<file path="config.mk">
export PLATFORM = sky130hd
export DESIGN_NAME = lcd_rgb_rx_flat
export DESIGN_NICKNAME = d
export VERILOG_FILES = /design/src/rtl/lcd_pkg.sv /design/src/rtl/lcd_rgb_rx_if.sv /design/src/rtl/lcd_rgb_rx_meas.sv /design/src/rtl/lcd_rgb_rx.sv /design/src/flat_wrapper.sv
export SDC_FILE = /design/constraint.sdc
export NUM_CORES = 1
export LEC_CHECK = 0
export ABC_AREA = 1
export BUFFER_PORTS_ARGS = -buffer_cell sky130_fd_sc_hd__buf_2
export CAP_MARGIN = 20
export CORE_MARGIN = 5
export CORE_UTILIZATION = 35
export CTS_CLUSTER_DIAMETER = 80
export CTS_CLUSTER_SIZE = 30
export DETAILED_ROUTE_END_ITERATION = 12
export SKIP_LAST_GASP = 1
export SLEW_MARGIN = 25
export SYNTH_ARGS = -nofsm -noshare
export SYNTH_HDL_FRONTEND = slang
export SYNTH_HIERARCHICAL = 1
export SYNTH_SLANG_ARGS = --single-unit
</file>
<file path="constraint.sdc">
create_clock -name i_lcd_pclk -period 3.2 [get_ports i_lcd_pclk]
set_input_delay 0.32 -clock i_lcd_pclk [delete_from_list [all_inputs] [get_ports i_lcd_pclk]]
set_output_delay 0.32 -clock i_lcd_pclk [all_outputs]
set_load 0.01 [all_outputs]
</file>
<file path="src/rtl/lcd_pkg.sv">
// Shared LCD timing constants (common with the timing driver) and the
// receiver frame-tracking state encoding.
package lcd_pkg;

    localparam logic [10:0] LCD_H_DISP     = 11'd800;
    localparam logic [10:0] LCD_V_DISP     = 11'd480;
    localparam logic [10:0] LCD_H_TOTAL    = 11'd1056;
    localparam logic [10:0] LCD_V_TOTAL    = 11'd525;
    localparam logic [15:0] LCD_VBLANK_MIN = 16'd2000;

    typedef enum logic [1:0] {
        S_SEARCH   = 2'd0,
        S_WAIT_SOF = 2'd1,
        S_ACTIVE   = 2'd2
    } rx_state_e;

    function automatic logic [10:0] sat_inc11(input logic [10:0] v);
        return (v == 11'h7FF) ? v : v + 11'd1;
    endfunction

endpackage

</file>
<file path="src/rtl/lcd_rgb_rx_if.sv">
// LCD input bus plus recovered pixel stream and measurement outputs of lcd_rgb_rx.
// The slave modport is the receiver side; master is the source/observer side.
interface lcd_rgb_rx_if;

    logic        i_lcd_de;
    logic [23:0] i_lcd_rgb;
    logic [23:0] o_pixel_data;
    logic        o_pixel_valid;
    logic [10:0] o_pixel_xpos;
    logic [10:0] o_pixel_ypos;
    logic        o_sof;
    logic        o_eol;
    logic        o_eof;
    logic [10:0] o_meas_width;
    logic [10:0] o_meas_height;
    logic        o_meas_valid;
    logic        o_locked;
    logic        o_fmt_err;

    modport slave (
        input  i_lcd_de, i_lcd_rgb,
        output o_pixel_data, o_pixel_valid, o_pixel_xpos, o_pixel_ypos,
               o_sof, o_eol, o_eof, o_meas_width, o_meas_height,
               o_meas_valid, o_locked, o_fmt_err
    );

    modport master (
        output i_lcd_de, i_lcd_rgb,
        input  o_pixel_data, o_pixel_valid, o_pixel_xpos, o_pixel_ypos,
               o_sof, o_eol, o_eof, o_meas_width, o_meas_height,
               o_meas_valid, o_locked, o_fmt_err
    );

endinterface

</file>
<file path="src/rtl/lcd_rgb_rx_meas.sv">
// Frame measurement: reference width latch, line counter, width compare,
// lock and format-error generation. Strobes arrive one cycle before the outputs.
module lcd_rx_meas
    import lcd_pkg::*;
#(
    parameter logic [10:0] P_H_DISP = LCD_H_DISP,
    parameter logic [10:0] P_V_DISP = LCD_V_DISP
) (
    input  logic        i_lcd_pclk,
    input  logic        i_rst,
    input  logic        i_sof,
    input  logic        i_eol,
    input  logic        i_eof,
    input  logic [10:0] i_width,
    output logic [10:0] o_meas_width,
    output logic [10:0] o_meas_height,
    output logic        o_meas_valid,
    output logic        o_locked,
    output logic        o_fmt_err
);

    logic [10:0] ref_w_q, ref_w_d;
    logic [10:0] lines_q, lines_d;
    logic        ref_set_q, ref_set_d;
    logic        bad_q, bad_d;
    logic        line_err;
    logic        frame_good;

    // sof restarts the frame in the same cycle, so a width-1 first line
    // both clears and re-latches the reference.
    always_comb begin
        ref_set_d = i_sof ? 1'b0 : ref_set_q;
        bad_d     = i_sof ? 1'b0 : bad_q;
        lines_d   = i_sof ? '0 : lines_q;
        ref_w_d   = ref_w_q;
        line_err  = 1'b0;
        if (i_eol) begin
            lines_d = sat_inc11(lines_d);
            if (!ref_set_d) begin
                ref_w_d   = i_width;
                ref_set_d = 1'b1;
            end else if (i_width != ref_w_q) begin
                line_err = 1'b1;
                bad_d    = 1'b1;
            end
        end
    end

    assign frame_good = (ref_w_q == P_H_DISP) && (lines_q == P_V_DISP) && !bad_q;

    always_ff @(posedge i_lcd_pclk or posedge i_rst) begin
        if (i_rst) begin
            ref_w_q       <= '0;
            lines_q       <= '0;
            ref_set_q     <= 1'b0;
            bad_q         <= 1'b0;
            o_meas_width  <= '0;
            o_meas_height <= '0;
            o_meas_valid  <= 1'b0;
            o_locked      <= 1'b0;
            o_fmt_err     <= 1'b0;
        end else begin
            ref_w_q      <= ref_w_d;
            lines_q      <= lines_d;
            ref_set_q    <= ref_set_d;
            bad_q        <= bad_d;
            o_meas_valid <= i_eof;
            o_fmt_err    <= line_err || (i_eof && !frame_good);
            if (i_eof) begin
                o_meas_width  <= ref_w_q;
                o_meas_height <= lines_q;
                o_locked      <= frame_good;
            end
        end
    end

endmodule

</file>
<file path="src/rtl/lcd_rgb_rx.sv">
// DE-mode RGB888 LCD receiver: recovers frame/line structure from DE only.
// Optional macro LCD_RX_LOCK_GATE_EN gates pixel valid/sof/eol with o_locked.
module lcd_rgb_rx
    import lcd_pkg::*;
#(
    parameter logic [10:0] P_H_DISP     = LCD_H_DISP,
    parameter logic [10:0] P_V_DISP     = LCD_V_DISP,
    parameter logic [15:0] P_VBLANK_MIN = LCD_VBLANK_MIN
) (
    input  logic        i_lcd_pclk,
    input  logic        i_rst,
    lcd_rgb_rx_if.slave lcd_if
);

    rx_state_e   state_q;
    logic        de1_q;
    logic [23:0] rgb1_q;
    logic [15:0] idle_q, idle_d;
    logic [10:0] x_q, x_d, y_q, y_d;
    logic        valid_q, sof_q, eol_q, eof_q;
    logic [23:0] data_q;
    logic [10:0] xpos_q, ypos_q;
    logic        pix, sof, eol, eof, vblank, emit, gate, locked;
    logic [10:0] width;

    // Vblank fires on the cycle the idle count reaches P_VBLANK_MIN, always
    // with stage1 DE low so no pixel is lost at the frame boundary.
    assign vblank = !de1_q && (idle_q == P_VBLANK_MIN - 16'd1);
    assign pix    = de1_q && (state_q == S_WAIT_SOF || state_q == S_ACTIVE);
    assign sof    = de1_q && (state_q == S_WAIT_SOF);
    assign eol    = pix && !lcd_if.i_lcd_de;
    assign eof    = vblank && (state_q == S_ACTIVE);
    assign width  = sat_inc11(x_q);

`ifdef LCD_RX_LOCK_GATE_EN
    assign gate = locked;
`else
    assign gate = 1'b1;
`endif
    assign emit = pix && gate;

    always_comb begin
        idle_d = de1_q ? '0 : ((idle_q == '1) ? idle_q : idle_q + 16'd1);
        x_d    = de1_q ? sat_inc11(x_q) : '0;
        y_d    = y_q;
        if (sof)      y_d = eol ? 11'd1 : 11'd0;
        else if (eol) y_d = sat_inc11(y_q);
    end

    always_ff @(posedge i_lcd_pclk or posedge i_rst) begin
        if (i_rst) begin
            state_q <= S_SEARCH;
            de1_q   <= 1'b0;
            rgb1_q  <= '0;
            idle_q  <= '0;
            x_q     <= '0;
            y_q     <= '0;
            valid_q <= 1'b0;
            data_q  <= '0;
            xpos_q  <= '0;
            ypos_q  <= '0;
            sof_q   <= 1'b0;
            eol_q   <= 1'b0;
            eof_q   <= 1'b0;
        end else begin
            de1_q  <= lcd_if.i_lcd_de;
            rgb1_q <= lcd_if.i_lcd_rgb;
            idle_q <= idle_d;
            x_q    <= x_d;
            y_q    <= y_d;
            case (state_q)
                S_SEARCH:   if (vblank) state_q <= S_WAIT_SOF;
                S_WAIT_SOF: if (de1_q)  state_q <= S_ACTIVE;
                S_ACTIVE:   if (vblank) state_q <= S_WAIT_SOF;
                default:    state_q <= S_SEARCH;
            endcase
            valid_q <= emit;
            data_q  <= emit ? rgb1_q : '0;
            xpos_q  <= emit ? x_q : '0;
            ypos_q  <= (emit && !sof) ? y_q : '0;
            sof_q   <= sof && gate;
            eol_q   <= eol && gate;
            eof_q   <= eof;
        end
    end

    lcd_rx_meas #(
        .P_H_DISP (P_H_DISP),
        .P_V_DISP (P_V_DISP)
    ) u_meas (
        .i_lcd_pclk    (i_lcd_pclk),
        .i_rst         (i_rst),
        .i_sof         (sof),
        .i_eol         (eol),
        .i_eof         (eof),
        .i_width       (width),
        .o_meas_width  (lcd_if.o_meas_width),
        .o_meas_height (lcd_if.o_meas_height),
        .o_meas_valid  (lcd_if.o_meas_valid),
        .o_locked      (locked),
        .o_fmt_err     (lcd_if.o_fmt_err)
    );

    assign lcd_if.o_locked      = locked;
    assign lcd_if.o_pixel_valid = valid_q;
    assign lcd_if.o_pixel_data  = data_q;
    assign lcd_if.o_pixel_xpos  = xpos_q;
    assign lcd_if.o_pixel_ypos  = ypos_q;
    assign lcd_if.o_sof         = sof_q;
    assign lcd_if.o_eol         = eol_q;
    assign lcd_if.o_eof         = eof_q;

endmodule

</file>
<file path="src/flat_wrapper.sv">
// flat-port wrapper written by rule: the top's interface ports become plain ports
module lcd_rgb_rx_flat import lcd_pkg::*;
#(
    parameter logic [10:0] P_H_DISP     = LCD_H_DISP,
    parameter logic [10:0] P_V_DISP     = LCD_V_DISP,
    parameter logic [15:0] P_VBLANK_MIN = LCD_VBLANK_MIN
)
  (i_lcd_pclk, i_rst, lcd_if_i_lcd_de, lcd_if_i_lcd_rgb, lcd_if_o_pixel_data, lcd_if_o_pixel_valid, lcd_if_o_pixel_xpos, lcd_if_o_pixel_ypos, lcd_if_o_sof, lcd_if_o_eol, lcd_if_o_eof, lcd_if_o_meas_width, lcd_if_o_meas_height, lcd_if_o_meas_valid, lcd_if_o_locked, lcd_if_o_fmt_err);
  lcd_rgb_rx_if lcd_if_i ();
  input  logic i_lcd_pclk;
  input  logic i_rst;
  input wire logic [$bits(lcd_if_i.i_lcd_de)-1:0] lcd_if_i_lcd_de;
  input wire logic [$bits(lcd_if_i.i_lcd_rgb)-1:0] lcd_if_i_lcd_rgb;
  output wire logic [$bits(lcd_if_i.o_pixel_data)-1:0] lcd_if_o_pixel_data;
  output wire logic [$bits(lcd_if_i.o_pixel_valid)-1:0] lcd_if_o_pixel_valid;
  output wire logic [$bits(lcd_if_i.o_pixel_xpos)-1:0] lcd_if_o_pixel_xpos;
  output wire logic [$bits(lcd_if_i.o_pixel_ypos)-1:0] lcd_if_o_pixel_ypos;
  output wire logic [$bits(lcd_if_i.o_sof)-1:0] lcd_if_o_sof;
  output wire logic [$bits(lcd_if_i.o_eol)-1:0] lcd_if_o_eol;
  output wire logic [$bits(lcd_if_i.o_eof)-1:0] lcd_if_o_eof;
  output wire logic [$bits(lcd_if_i.o_meas_width)-1:0] lcd_if_o_meas_width;
  output wire logic [$bits(lcd_if_i.o_meas_height)-1:0] lcd_if_o_meas_height;
  output wire logic [$bits(lcd_if_i.o_meas_valid)-1:0] lcd_if_o_meas_valid;
  output wire logic [$bits(lcd_if_i.o_locked)-1:0] lcd_if_o_locked;
  output wire logic [$bits(lcd_if_i.o_fmt_err)-1:0] lcd_if_o_fmt_err;
  assign lcd_if_i.i_lcd_de = lcd_if_i_lcd_de;
  assign lcd_if_i.i_lcd_rgb = lcd_if_i_lcd_rgb;
  assign lcd_if_o_pixel_data = lcd_if_i.o_pixel_data;
  assign lcd_if_o_pixel_valid = lcd_if_i.o_pixel_valid;
  assign lcd_if_o_pixel_xpos = lcd_if_i.o_pixel_xpos;
  assign lcd_if_o_pixel_ypos = lcd_if_i.o_pixel_ypos;
  assign lcd_if_o_sof = lcd_if_i.o_sof;
  assign lcd_if_o_eol = lcd_if_i.o_eol;
  assign lcd_if_o_eof = lcd_if_i.o_eof;
  assign lcd_if_o_meas_width = lcd_if_i.o_meas_width;
  assign lcd_if_o_meas_height = lcd_if_i.o_meas_height;
  assign lcd_if_o_meas_valid = lcd_if_i.o_meas_valid;
  assign lcd_if_o_locked = lcd_if_i.o_locked;
  assign lcd_if_o_fmt_err = lcd_if_i.o_fmt_err;
  lcd_rgb_rx #(.P_H_DISP(P_H_DISP), .P_V_DISP(P_V_DISP), .P_VBLANK_MIN(P_VBLANK_MIN)) u_core (.i_lcd_pclk(i_lcd_pclk), .i_rst(i_rst), .lcd_if(lcd_if_i));
endmodule
</file>
==> run metrics <==
status=finished, violations left; violated checks=hold timing; Yosys top cell by area=dfrtp_1; Fillers=1929; Final WS setup=0.600 ns; clk slew on worst S/H paths=0.06 ns; Highest Signal Layer=met4; area of the multi-input gates=2340 sq um; Max FO, Critical Path=21; Ys Warns=6; DRT iter0 DRCs=311; Flop pwr share=48.6%; EDFF count, synth=0; via/cell ratio=4.41; WP data required=3.49 ns; clk buf depth=2; Met3 Wirelength=469 microns; GP Congestion=0.825; CP Class=reg -> reg; Internal Power=3440 uW; Hold Crit Class=in -> async; post-placement setup slack=0.629 ns; dominant synthesized flop cell=dfrtp_1; # clock sinks=164; sw power=893 uW; Via Count=5275; post_cts resized=0; fin crit period=2.60 ns; cts hold-fix bufs=21; layout cells sized above 1=19.0%; max_slew headroom=59.6%; setup TNS=0 ns; Post CTS Setup Buffer Count=0; Yosys top cell area share=58.4%; maximum VDD drop=0.257 mV; Register Area=4100 sq um; Static Leak=0.00462 uW; FP Rows=51; IO Port Bufs=101; final WL=14.7 mm; TritonCTS buffer count=17; Final setup viols=0; Switching Share=20.6%; Seq/Total Area, Yosys=58.4%; clock network power share=48.4%; first-pass GRT wire length=24.3 mm; Skew-Pair Late Insertion Delay=0.41 ns; CTS tree=yes; number of H-tree levels=4; Die W=152 microns; DR pass1 iterations=5; Finished Cell Area=8650 sq um; ANT cells=0; Max Slew Vio Count=0; WL met2=7.47 mm; FF+latch count, synth=164; WL/cell=12.3 microns; Post-Syn Instances=790; Max Cap Viol=0; largest net degree at the start of global routing=75; Root Buffer Master=clkbuf_16; FMAX=385 MHz; Routed Antenna Nets=0; clock skew=0.00878 ns; Netlist cell types=37; I/O pin count=102; crit path DAT=2.89 ns; Worst-Margin Slew=0.606 ns; die extent in y=152 microns; Async S/R FF share, synth=100%; number of global-route vias before repair=5044; DRC violation count after routing=0; Nets=955; post-DP HPWL=10.3 mm; Final Util=44.2%; part of the cycle the worst path needs=81.3%; Pwr Density=500 nW/um^2; Initial Utilization=35.9%; Layout area overhead=23.1%; dpl cell area=7810 sq um; Mapped Nets=826; core area=19600 sq um; Post-Syn Area=7030 sq um; unrepaired setup endpoints after global routing=false; GR Util All Layers=13.4%; hold_ws=-0.00514 ns; wl on met1=6.58 mm; Syn Area/Cell=8.90 sq um; initial antenna violation count=0; Total Die Area=23000 sq um; grt ovf=0; Synth area leaders=dfrtp_1 (58%), nand2_1 (9.3%), inv_1 (6.3%); combinational share of power=2.9%; Worst setup SP type=register; Setup crit end kind=register; Final Hold Fails=4
## cells in the mapped netlist (4+ instances only)
library cell	n
ha_1	9
nand4_1	13
xor2_1	6
nor2_1	116
buf_6	5
inv_1	118
nor3_1	7
dfrtp_1	164
nand2_2	9
a21oi_1	34
nand3b_1	5
nand3_1	51
clkbuf_1	7
o21ai_0	23
nand2_1	175
mux2_2	4
buf_2	7
nor2_2	5
## worst max-delay path: stages, from the launching register on
cell      delay [ns]
dfrtp_1         0.41
inv_1           0.12
ha_1            0.20
nand2_1         0.23
inv_1           0.46
clkinv_4        0.17
nand2_1         0.13
nand2_1         0.36
mux2_2          0.41
## stage by stage
stage | total power, uW | instances | hold WS, ns
floorplan | 2210 | 790 | 0.351
global placement | 2250 | 1143 | 0.428
detailed placement | 2250 | 1143 | 0.430
CTS | 4400 | 1196 | 0.0000692
global route | 4500 | 1197 | 0.00181
finish | 4330 | 1197 | -0.00514
## power by group through the flow
stage	Sequential, uW	Clock (uW)	Combinational (uW)
after floorplan	2140	0	66.9
after global placement	2140	0	107
after detailed placement	2140	0	109
after CTS	2110	2160	130
after global routing	2110	2240	150
final	2110	2100	126
## cell usage in the layout (no fill, tap or decap), types with 5 or more instances in the layout
cell type and n:
nor2_2 5, nor2_1 116, nand2_2 9, nand4_1 13, xor2_1 6, inv_1 116, nand3b_1 5, ha_1 9
buf_2 101, a21oi_1 34, nand2_1 175, nor3_1 7, dlygate4sd3_1 22, o21ai_0 23, nand3_1 51, dfrtp_1 164
buf_4 6, clkbuf_16 17
## sequential cells by signal, summed over array words and instances (netlist names), 2 cells and up
register and count:
u_core/lcd_if.o_pixel_data 24, u_core/rgb1_q 24, u_core/idle_q 16, u_core/lcd_if.o_pixel_xpos 11, u_core/lcd_if.o_pixel_ypos 11, u_core/u_meas/lines_q 11, u_core/u_meas/o_meas_height 11, u_core/u_meas/o_meas_width 11
u_core/u_meas/ref_w_q 11, u_core/x_q 11, u_core/y_q 11, u_core/state_q 2
## final timing paths
kind / startpoint / endpoint / slack (ns) / depth (start not counted)
max: u_core/state_q[1]$_DFFE_PP0P_ / u_core/u_meas/ref_w_q[9]$_DFFE_PP0P_ / 0.60 / 8
max reg2reg: u_core/state_q[1]$_DFFE_PP0P_ / u_core/u_meas/ref_w_q[9]$_DFFE_PP0P_ / 0.60 / 8
min in group i_lcd_pclk: lcd_if_i_lcd_rgb[19] / u_core/rgb1_q[19]$_DFF_PP0_ / 0.02 / 1
max in group asynchronous: i_rst / u_core/x_q[8]$_DFF_PP0_ / 2.43 / 3
min: i_rst / u_core/y_q[9]$_DFFE_PP0P_ / -0.005 / 2
min reg2reg: u_core/rgb1_q[9]$_DFF_PP0_ / u_core/lcd_if.o_pixel_data[9]$_DFF_PP0_ / 0.47 / 2
## area by class of cell
cell class / count / share of cell area (%)
Clock buffer: 21 / 5.44
Multi-Input combinational cell: 484 / 27.0
Sequential cell: 164 / 47.4
Inverter: 122 / 5.42
Timing Repair Buffer: 130 / 9.14
Clock inverter: 11 / 1.74
Tap cell: 265 / 3.83
## routing by layer
metal / global-route usage, % / up-vias
met5: 0 / -
met4: 4.13 / 0
met3: 2.91 / 7
met2: 22.9 / 74
met1: 17.0 / 2491
li1: - / 2703
## kinds of logic (layout without fill, tap and decap cells)
| kind of cell | count (synthesis) | in the layout | share of synthesized area [%] |
|---|---|---|---|
| simple gates | 398 | 398 | 25.2 |
| flops | 164 | 164 | 58.4 |
| buf+inv | 142 | 284 | 8.37 |
| compound gates | 64 | 64 | 4.72 |
| fa+ha+maj | 9 | 9 | 1.60 |
| xor+xnor | 9 | 9 | 1.12 |
| mux | 4 | 4 | 0.641 |
Power figures use the tool's default switching activity.
